`src/rtl/mips_pkg.sv`:
```
`default_nettype none
// ============================================================================
//  Package   : mips_pkg
//  Purpose   : Shared definitions for the MIPS EX-stage operand logic:
//              ALU control codes, R-type funct values, ALUOp encodings,
//              forwarding-select enum, ID/EX control bundle and the
//              ALUOp/funct -> ALU control decoder.
//  Revision  : 1.0  initial release
// ============================================================================
package mips_pkg;

  // ALU control codes seen by the ALU
  localparam logic [3:0] ALU_AND     = 4'b0000;
  localparam logic [3:0] ALU_OR      = 4'b0001;
  localparam logic [3:0] ALU_ADD     = 4'b0010;
  localparam logic [3:0] ALU_SUB     = 4'b0110;
  localparam logic [3:0] ALU_SLT     = 4'b0111;
  localparam logic [3:0] ALU_NOR     = 4'b1100;
  localparam logic [3:0] ALU_INVALID = 4'b1111;

  // R-type function field values
  localparam logic [5:0] FUNCT_ADD = 6'b100000;
  localparam logic [5:0] FUNCT_SUB = 6'b100010;
  localparam logic [5:0] FUNCT_AND = 6'b100100;
  localparam logic [5:0] FUNCT_OR  = 6'b100101;
  localparam logic [5:0] FUNCT_SLT = 6'b101010;
  localparam logic [5:0] FUNCT_NOR = 6'b100111;

  // ALUOp encodings from the main decoder
  localparam logic [1:0] ALUOP_ADD   = 2'b00;
  localparam logic [1:0] ALUOP_SUB   = 2'b01;
  localparam logic [1:0] ALUOP_RTYPE = 2'b10;
  localparam logic [1:0] ALUOP_ORI   = 2'b11;

  // Operand source chosen by the forwarding unit
  typedef enum logic [1:0] {
    FWD_REG   = 2'b00,
    FWD_EXMEM = 2'b01,
    FWD_MEMWB = 2'b10
  } fwd_sel_e;

  // Control portion of the ID/EX register
  typedef struct packed {
    logic       valid;
    logic       reg_write;
    logic       mem_read;
    logic       mem_write;
    logic       mem_to_reg;
    logic       alu_src;
    logic       reg_dst;
    logic [1:0] alu_op;
    logic [5:0] funct;
  } idex_ctrl_t;

  // ALUOp/funct -> ALU control. Unsupported R-type funct yields ALU_INVALID.
  function automatic logic [3:0] alu_decode(input logic [1:0] op,
                                            input logic [5:0] funct);
    logic [3:0] code;
    code = ALU_ADD;
    case (op)
      ALUOP_ADD: code = ALU_ADD;
      ALUOP_SUB: code = ALU_SUB;
      ALUOP_ORI: code = ALU_OR;
      default: begin
        case (funct)
          FUNCT_ADD: code = ALU_ADD;
          FUNCT_SUB: code = ALU_SUB;
          FUNCT_AND: code = ALU_AND;
          FUNCT_OR:  code = ALU_OR;
          FUNCT_SLT: code = ALU_SLT;
          FUNCT_NOR: code = ALU_NOR;
          default:   code = ALU_INVALID;
        endcase
      end
    endcase
    return code;
  endfunction

endpackage
`default_nettype wire

```
`src/rtl/forward_unit.sv`:
```
`default_nettype none
// ============================================================================
//  Module    : forward_unit
//  Purpose   : Selects the source of one EX operand. EX/MEM has priority
//              over MEM/WB; register index 0 never forwards.
//  Ports     : idx_i              - registered source register index
//              exmem_reg_write_i  - EX/MEM will write a register
//              exmem_rd_i         - EX/MEM destination index
//              memwb_reg_write_i  - MEM/WB will write a register
//              memwb_rd_i         - MEM/WB destination index
//              sel_o              - chosen operand source
//  Revision  : 1.0  initial release
// ============================================================================
module forward_unit
  import mips_pkg::*;
#(
  parameter int RW = 5
) (
  input  logic [RW-1:0] idx_i,
  input  logic          exmem_reg_write_i,
  input  logic [RW-1:0] exmem_rd_i,
  input  logic          memwb_reg_write_i,
  input  logic [RW-1:0] memwb_rd_i,
  output fwd_sel_e      sel_o
);

  logic w_exmem_hit;
  logic w_memwb_hit;

  assign w_exmem_hit = exmem_reg_write_i && (exmem_rd_i != '0) && (exmem_rd_i == idx_i);
  assign w_memwb_hit = memwb_reg_write_i && (memwb_rd_i != '0) && (memwb_rd_i == idx_i);

  always_comb begin
    sel_o = FWD_REG;
    if (w_exmem_hit)      sel_o = FWD_EXMEM;
    else if (w_memwb_hit) sel_o = FWD_MEMWB;
  end

endmodule
`default_nettype wire

```
`src/rtl/id_ex_operand_stage.sv`:
```
`default_nettype none
// ============================================================================
//  Module    : id_ex_operand_stage
//  Purpose   : ID/EX pipeline register plus EX operand preparation:
//              forwarding muxes, ALU control decode and load-use detection.
//  Ports     : clk, reset (async, active-high), stall, flush
//              id_*       - decoded instruction fields from ID
//              exmem_*    - EX/MEM forwarding source
//              memwb_*    - MEM/WB forwarding source
//              alu_a/alu_b/alu_control - ALU inputs
//              store_data - forwarded rt for MEM
//              ex_dest, ex_valid, ex_reg_write, ex_mem_read,
//              ex_mem_write, ex_mem_to_reg - EX-stage outputs
//              illegal_op - unsupported funct on a valid R-type
//              load_use_stall - stall request back to ID
//  Revision  : 1.0  initial release
// ============================================================================
module id_ex_operand_stage
  import mips_pkg::*;
#(
  parameter int DW = 32,
  parameter int RW = 5
) (
  input  logic          clk,
  input  logic          reset,
  input  logic          stall,
  input  logic          flush,
  input  logic          id_valid,
  input  logic [DW-1:0] id_rs_data,
  input  logic [DW-1:0] id_rt_data,
  input  logic [DW-1:0] id_imm,
  input  logic [RW-1:0] id_rs,
  input  logic [RW-1:0] id_rt,
  input  logic [RW-1:0] id_rd,
  input  logic [1:0]    id_alu_op,
  input  logic [5:0]    id_funct,
  input  logic          id_alu_src,
  input  logic          id_reg_dst,
  input  logic          id_reg_write,
  input  logic          id_mem_read,
  input  logic          id_mem_write,
  input  logic          id_mem_to_reg,
  input  logic          exmem_reg_write,
  input  logic [RW-1:0] exmem_rd,
  input  logic [DW-1:0] exmem_result,
  input  logic          memwb_reg_write,
  input  logic [RW-1:0] memwb_rd,
  input  logic [DW-1:0] memwb_result,
  output logic [DW-1:0] alu_a,
  output logic [DW-1:0] alu_b,
  output logic [3:0]    alu_control,
  output logic [DW-1:0] store_data,
  output logic [RW-1:0] ex_dest,
  output logic          ex_valid,
  output logic          ex_reg_write,
  output logic          ex_mem_read,
  output logic          ex_mem_write,
  output logic          ex_mem_to_reg,
  output logic          illegal_op,
  output logic          load_use_stall
);

  // --------------------------------------------------------------------------
  // ID/EX register
  // --------------------------------------------------------------------------
  idex_ctrl_t    ctrl_q,    ctrl_d;
  logic [DW-1:0] rs_data_q, rs_data_d;
  logic [DW-1:0] rt_data_q, rt_data_d;
  logic [DW-1:0] imm_q,     imm_d;
  logic [RW-1:0] rs_q,      rs_d;
  logic [RW-1:0] rt_q,      rt_d;
  logic [RW-1:0] rd_q,      rd_d;

  always_comb begin
    ctrl_d    = ctrl_q;
    rs_data_d = rs_data_q;
    rt_data_d = rt_data_q;
    imm_d     = imm_q;
    rs_d      = rs_q;
    rt_d      = rt_q;
    rd_d      = rd_q;
    if (flush) begin
      // Bubble: everything cleared, so indices of 0 cannot forward or hazard.
      ctrl_d    = '0;
      rs_data_d = '0;
      rt_data_d = '0;
      imm_d     = '0;
      rs_d      = '0;
      rt_d      = '0;
      rd_d      = '0;
    end else if (!stall) begin
      ctrl_d.valid      = id_valid;
      ctrl_d.reg_write  = id_reg_write;
      ctrl_d.mem_read   = id_mem_read;
      ctrl_d.mem_write  = id_mem_write;
      ctrl_d.mem_to_reg = id_mem_to_reg;
      ctrl_d.alu_src    = id_alu_src;
      ctrl_d.reg_dst    = id_reg_dst;
      ctrl_d.alu_op     = id_alu_op;
      ctrl_d.funct      = id_funct;
      rs_data_d         = id_rs_data;
      rt_data_d         = id_rt_data;
      imm_d             = id_imm;
      rs_d              = id_rs;
      rt_d              = id_rt;
      rd_d              = id_rd;
    end
  end

  always_ff @(posedge clk or posedge reset) begin
    if (reset) begin
      ctrl_q    <= '0;   // alu_op 00 -> alu_control reads as ADD
      rs_data_q <= '0;
      rt_data_q <= '0;
      imm_q     <= '0;
      rs_q      <= '0;
      rt_q      <= '0;
      rd_q      <= '0;
    end else begin
      ctrl_q    <= ctrl_d;
      rs_data_q <= rs_data_d;
      rt_data_q <= rt_data_d;
      imm_q     <= imm_d;
      rs_q      <= rs_d;
      rt_q      <= rt_d;
      rd_q      <= rd_d;
    end
  end

  // --------------------------------------------------------------------------
  // Forwarding
  // --------------------------------------------------------------------------
  fwd_sel_e      w_sel_rs;
  fwd_sel_e      w_sel_rt;
  logic [DW-1:0] w_fwd_rs;
  logic [DW-1:0] w_fwd_rt;

  forward_unit #(.RW(RW)) u_fwd_rs (
    .idx_i             (rs_q),
    .exmem_reg_write_i (exmem_reg_write),
    .exmem_rd_i        (exmem_rd),
    .memwb_reg_write_i (memwb_reg_write),
    .memwb_rd_i        (memwb_rd),
    .sel_o             (w_sel_rs)
  );

  forward_unit #(.RW(RW)) u_fwd_rt (
    .idx_i             (rt_q),
    .exmem_reg_write_i (exmem_reg_write),
    .exmem_rd_i        (exmem_rd),
    .memwb_reg_write_i (memwb_reg_write),
    .memwb_rd_i        (memwb_rd),
    .sel_o             (w_sel_rt)
  );

  always_comb begin
    w_fwd_rs = rs_data_q;
    case (w_sel_rs)
      FWD_EXMEM: w_fwd_rs = exmem_result;
      FWD_MEMWB: w_fwd_rs = memwb_result;
      default:   w_fwd_rs = rs_data_q;
    endcase
  end

  always_comb begin
    w_fwd_rt = rt_data_q;
    case (w_sel_rt)
      FWD_EXMEM: w_fwd_rt = exmem_result;
      FWD_MEMWB: w_fwd_rt = memwb_result;
      default:   w_fwd_rt = rt_data_q;
    endcase
  end

  // --------------------------------------------------------------------------
  // EX outputs
  // --------------------------------------------------------------------------
  logic [3:0] w_alu_code;

  assign w_alu_code  = alu_decode(ctrl_q.alu_op, ctrl_q.funct);
  assign alu_control = w_alu_code;
  assign illegal_op  = ctrl_q.valid && (ctrl_q.alu_op == ALUOP_RTYPE)
                       && (w_alu_code == ALU_INVALID);

  assign alu_a      = w_fwd_rs;
  assign store_data = w_fwd_rt;
  assign alu_b      = ctrl_q.alu_src ? imm_q : w_fwd_rt;
  assign ex_dest    = ctrl_q.reg_dst ? rd_q : rt_q;

  assign ex_valid      = ctrl_q.valid;
  assign ex_reg_write  = ctrl_q.reg_write & ctrl_q.valid;
  assign ex_mem_read   = ctrl_q.mem_read  & ctrl_q.valid;
  assign ex_mem_write  = ctrl_q.mem_write & ctrl_q.valid;
  assign ex_mem_to_reg = ctrl_q.mem_to_reg;

  // A load in EX whose destination is read by the instruction in ID.
  assign load_use_stall = ctrl_q.valid && ctrl_q.mem_read && (rt_q != '0)
                          && ((rt_q == id_rs) || (rt_q == id_rt));

endmodule
`default_nettype wire

```
`config.mk`:
```
export PLATFORM = sky130hd
export DESIGN_NAME = id_ex_operand_stage
export DESIGN_NICKNAME = d
export VERILOG_FILES = /design/src/rtl/mips_pkg.sv /design/src/rtl/forward_unit.sv /design/src/rtl/id_ex_operand_stage.sv
export SDC_FILE = /design/constraint.sdc
export NUM_CORES = 1
export LEC_CHECK = 0
export ABC_AREA = 0
export CAP_MARGIN = 0
export CORE_MARGIN = 2
export CORE_UTILIZATION = 39
export CTS_CLUSTER_DIAMETER = 80
export DETAILED_ROUTE_END_ITERATION = 12
export GPL_TIMING_DRIVEN = 0
export PLACE_DENSITY_LB_ADDON = 0.1
export SYNTH_ARGS = -nofsm -noshare
export SYNTH_HDL_FRONTEND = slang
export SYNTH_HIERARCHICAL = 1
export SYNTH_SLANG_ARGS = --single-unit
```
`constraint.sdc`:
```
create_clock -name clk -period 4.4 [get_ports clk]
set_input_delay 0.88 -clock clk [delete_from_list [all_inputs] [get_ports clk]]
set_output_delay 0.88 -clock clk [all_outputs]
set_load 0.02 [all_outputs]
```
Word-level counts from Yosys, hierarchy flattened --
Index checks and enable logic that the tools add are counted.
Word-level totals: memories 0, ROM bits 0, input port bits 206, output and inout port bits 112, latch bits 0, RAM bits 0, bits in registers 126, logic and storage cells 79
Cells by class: eq/ne operators 21, reduce and logical (&&, ||, !) cells 16, multipliers 0, magnitude comparators 0, multiplexer cells 24, shift-type cells 0, add/sub/neg operators 0, div/mod/pow operators 0, bitwise logic cells 3
Operators by type and width (number):
- 32-bit two-way mux | 7
- 32-bit one-hot mux with 2 select lines | 2
- 6-bit == test (second input constant) | 6
- 5-bit two-way mux | 7
- 5-bit == test | 6
- 15-bit two-way mux | 2
- 4-bit one-hot mux with 6 select lines | 1
- 5-bit nonzero test | 3
- 4-bit one-hot mux with 3 select lines | 1
- 1-bit logical AND | 11
- 2-bit == test (second input constant) | 4
- 2-bit two-way mux | 4
- 2-bit by 1-bit == test with 1-bit output (second input constant) | 3
- 4-bit == test (second input constant) | 1
- 1-bit AND | 3
- 2-bit zero test | 1
- 2-bit by 1-bit inequality test with 1-bit output (second input constant) | 1
- 1-bit logical OR | 1

Longest topological paths before layout --
Gate-level depths: netlist of the first run.
depth after elaboration 8, gate-level depth with buffers 11, mapped depth without buffers 9

Cells and area by module --
Netlist of the first run, hierarchy kept.
By module, submodules not included:
- id_ex_operand_stage | seq. area each 3153.0 sq um, area an instance 6961.7 sq um, cells an instance 712, instances 1
- forward_unit | seq. area each 0.0 sq um, area an instance 158.9 sq um, cells an instance 21, instances 2

Worst setup path before layout of the first run --
Ideal clock, no wire load.
path kind input-to-output, start in exmem_rd[0], end out alu_b[0], required time 3.520 ns, arrival time 2.833 ns, path buffers 1, slack 0.687 ns, cell stages on the path 7, cell sequence o41ai_2 -> a211oi_2 -> nor3_2 -> ha_1 -> buf_2 -> o21ai_0 -> mux2_2
Between the ends: word-level cells in the longest chain between the ends 7, elaborated cells on any way between the ends 9, those cells by class eq/ne: 3; mux: 3; reduce/logical: 3
Ends and longest elaborated chain:
- from (decl) | line id_ex_operand_stage.sv:44 | input logic [RW-1:0] exmem_rd,
- 5-bit nonzero test | line forward_unit.sv:30 | assign w_exmem_hit = exmem_reg_write_i && (exmem_rd_i != '0) && (exmem_rd_i == idx_i);
- 1-bit logical AND | line forward_unit.sv:30
- 1-bit logical AND * | line forward_unit.sv:30
- net u_fwd_rt.w_exmem_hit | line forward_unit.sv:27 | logic w_exmem_hit;
- 2-bit two-way mux * | line forward_unit.sv:35 | if (w_exmem_hit) sel_o = FWD_EXMEM;
- net w_sel_rt[1] | line id_ex_operand_stage.sv:134 | fwd_sel_e w_sel_rt;
- 2-bit == test or 2-bit by 1-bit == test with 1-bit output (tied branches) | line id_ex_operand_stage.sv:167 | case (w_sel_rt)
- 32-bit one-hot mux with 2 select lines * | line id_ex_operand_stage.sv:167
- net store_data[0] | line id_ex_operand_stage.sv:52 | output logic [DW-1:0] store_data,
- 32-bit two-way mux * | line id_ex_operand_stage.sv:186 | assign alu_b = ctrl_q.alu_src ? imm_q : w_fwd_rt;
- to (decl) | line id_ex_operand_stage.sv:50 | output logic [DW-1:0] alu_b,
The timed path passes the listed nets; every way through them passes the cells marked *.

Worst setup path after layout of the first run --
start in memwb_rd[1], end out alu_a[27]
Between the ends: word-level cells in the longest chain between the ends 7, elaborated cells on any way between the ends 9, those cells by class eq/ne: 3; mux: 3; reduce/logical: 3
Ends and longest elaborated chain:
- from (decl) | line id_ex_operand_stage.sv:47 | input logic [RW-1:0] memwb_rd,
- 5-bit nonzero test | line forward_unit.sv:31 | assign w_memwb_hit = memwb_reg_write_i && (memwb_rd_i != '0) && (memwb_rd_i == idx_i);
- 1-bit logical AND | line forward_unit.sv:31
- 1-bit logical AND * | line forward_unit.sv:31
- 2-bit two-way mux * | line forward_unit.sv:36 | else if (w_memwb_hit) sel_o = FWD_MEMWB;
- 2-bit two-way mux * | line forward_unit.sv:35
- net w_sel_rs[1] | line id_ex_operand_stage.sv:133 | fwd_sel_e w_sel_rs;
- 2-bit == test or 2-bit by 1-bit == test with 1-bit output (tied branches) | line id_ex_operand_stage.sv:158 | case (w_sel_rs)
- 32-bit one-hot mux with 2 select lines * | line id_ex_operand_stage.sv:158
- to (decl) | line id_ex_operand_stage.sv:49 | output logic [DW-1:0] alu_a,
Marks and branches as above.

==> results of run 1 <==
==> stage by stage <==
stage	TNS (ps)	cells	util (%)	hold WS, ps	total power [mW]
3_5_place_dp	-52950	1299	59.2	507	2.07
4_1_cts	-823	1330	63.0	522	3.42
2_1_floorplan	0	754	-	481	1.65
3_3_place_gp	-293950	1298	59.1	496	2.06
6_report	0	1331	62.7	517	3.40
5_1_grt	0	1331	62.7	538	3.53
==> worst max-delay path, stage by stage <==
cell and delay [ps]:
clkdlybuf4s50_1 460, xor2_1 160, nor3_1 210, nand3_1 160
nor3_4 280, ha_1 290, clkbuf_4 280, a22oi_1 120
o21ai_0 160, clkdlybuf4s15_1 370
==> path summary, 6_finish.rpt <==
check / cells past startpoint / endpoint / from / slack (ps)
worst max-delay path: 10 / alu_a[27] / memwb_rd[1] / 140
worst min-delay path: 2 / imm_q[17] / imm_q[17] / 520
worst max register to register: 4 / ctrl_q[9] / ctrl_q[9] / 3010
worst min register to register: 2 / imm_q[17] / imm_q[17] / 520
max in group asynchronous: 3 / rt_data_q[3] / reset / 2730
min in group asynchronous: 2 / imm_q[25] / reset / 900
==> what timing repair did <==
item,4_1_cts,5_1_grt
buffers inserted,1,1
pin swaps,6,6
resized for setup,191,123
setup endpoints to repair,96,65
==> metal layers <==
layer | track usage [%] | vias up | wire length, um
met2 | 47.8 | 292 | 13700
li1 | - | 3311 | -
met5 | 0 | - | 0
met4 | 7.89 | 0 | 609
met1 | 34.6 | 3340 | 11200
met3 | 7.88 | 36 | 2340
==> power groups by stage <==
stage / logic (mW) / registers, mW / clock network, mW
floorplan: 0.369 / 1.28 / 0
global placement: 0.768 / 1.29 / 0
detailed placement: 0.778 / 1.29 / 0
CTS: 0.757 / 1.27 / 1.39
global route: 0.807 / 1.28 / 1.45
finish: 0.751 / 1.27 / 1.38
==> logic make-up (layout without fill, tap and decap cells) <==
kind of cell	after synthesis	in the layout	synth area share, %
AOI/OAI and AO/OA	143	143	12.8
xor gates and xnor gates	27	27	3.25
adders and majority gates	4	4	0.688
buffers and inverters	69	417	4.64
DFF	126	126	43.3
muxes	163	163	23.0
and+or+nand+nor	222	222	12.3
==> cell usage after synthesis (3+ instances only) <==
master	number
a21oi_1	4
a22oi_1	64
and2_1	3
buf_1	4
buf_2	27
buf_4	4
buf_6	4
clkbuf_1	22
dfrtp_1	126
ha_1	4
inv_1	8
mux2_2	37
mux2i_1	126
nand2_1	69
nand3_1	6
nor2_1	129
nor3_1	6
o21ai_0	37
o21ai_1	31
xnor2_1	15
xor2_1	12
==> final cells by class <==
type / count / area share [%]
buffer: 60 / 3.50
clock buffer: 21 / 3.96
clock inverter: 10 / 1.02
inverter: 8 / 0.308
multi-input combinational: 559 / 34.9
sequential: 126 / 27.7
tap: 229 / 2.52
timing repair buffer: 318 / 26.1
==> metrics.yaml, run 1 <==
outcome:
  status: "complete, no violations"
die:
  die_w_um: 141
  die_h_um: 141
  rows: 49
  dieArea_sq_mm: 0.0198
  pin_count: 318
  core_sq_mm: 0.0181
  start_util_pct: 40.1
layout:
  reg_top3: "imm_q (32), rs_data_q (32), rt_data_q (32)"
  most-common-layout-cells: "clkdlybuf4s50_1 (214), nor2_1 (128), mux2i_1 (126), dfrtp_1 (126), nand2_1 (69)"
  nets: 1300
  final_common_cell: "clkdlybuf4s50_1"
  multi_input_area_sq_mm: 0.00397
  fill_cells: 1625
  syn2layout_area_growth_pct: 56.3
  antenna_cells: 0
  design_area_sq_mm: 0.0114
  layout-drive-gt1-share_pct: 18.3
  final-seq-area_sq_mm: 0.00315
setup_path:
  crit_path_max_fanout: 10
  crit_arrival_ps: 3380
  crit_required_ps: 3520
  worstSetupEndpointType: "output pin"
  critPathLaunchType: "primary input"
  worst-setup-path-type: "primary input to output pin"
power_and_ir_drop:
  clockPowerShare_pct: 40.5
  switching_share_pct: 28.0
  power_density_mw_per_mm2: 299
  max-vdd-ir-drop_mv: 0.264
  seqPwrFrac_pct: 37.4
  p_leak_nw: 5.25
  p_sw_mw: 0.953
  p_int_mw: 2.45
  combPwrFrac_pct: 22.1
synthesis:
  post-synth-top-area-cell: "dfrtp_1"
  ys_seq_area_share_pct: 43.3
  ys_top_cells_by_area: "dfrtp_1 (43%), mux2i_1 (17%), nor2_1 (6.7%)"
  syn_area_per_cell_sq_um: 9.65
  synth_edf_count: 0
  netlist_instances: 754
  synth.distinct_cells: 33
  syn-num-nets: 964
  yosysTopAreaCellShare_pct: 43.3
  synth.cell_area_sq_mm: 0.00728
  ys_warn_count: 6
  synth-seq-cells: 126
  async_flop_share_pct: 100
  synth-main-ff-cell: "dfrtp_1"
clocking:
  insertion_delay_ps: 420
  htreeDepth: 4
  ctsHoldBuffers: 0
  clkSinkCount: 126
  clock_path_buffers: 2
  clkTransAtPathRegs_ps: 60
  cts-root-buf: "clkbuf_16"
  cts_tree: "done"
  cts_buffers: 17
run:
  maxCapViolations: 0
global_route:
  grt.overflow.total: 0
  antenna_found_initial: 0
  grt_usage_pct: 27.9
  grt_max_degree: 65
  grt_pass1_wl_um: 42100
  grt_pass1_vias: 7128
placement:
  dpl.hpwl_um: 20900
  place_ws_ps: -945
  postPlaceCellArea_sq_mm: 0.0108
  io_buffers: 315
  place_congestion: 0.867
drt:
  routed_wl_um: 27800
  post-route-drc-count: 0
  vias: 6979
  routed_via_density: 5.24
  drtIter0Drc: 350
  first_pass_iters: 7
  wl_per_cell_um: 20.9
  antenna_left: 0
sta:
  timing.final.ws_setup_ps: 139
  tightest_slew_ps: 627
  finalCriticalPeriod_ps: 4260
  hold_viol_final: 0
  clock.fmax_ghz: 0.235
  relSlewSlack_pct: 58.2
  maxSlewViolCount: 0
  grt_setup_unrepaired: "false"
  setup_violations: 0
  finalClockSkew_ps: 0
  fin_crit_sh_pct: 96.8
worst_hold_path:
  min_path_type: "flop to flop"
No activity file was read; power rests on OpenSTA's default activity.
==> run 2: changes to the inputs <==
--- a/config.mk
+++ b/config.mk
@@ -13,6 +13,7 @@
 export DETAILED_ROUTE_END_ITERATION = 12
 export GPL_TIMING_DRIVEN = 0
 export PLACE_DENSITY_LB_ADDON = 0.1
+export SLEW_MARGIN = 5
 export SYNTH_ARGS = -nofsm -noshare
 export SYNTH_HDL_FRONTEND = slang
 export SYNTH_HIERARCHICAL = 1
==> results of run 2 <==
No change in the layout: final DEF, timing and power equal those of run 1.
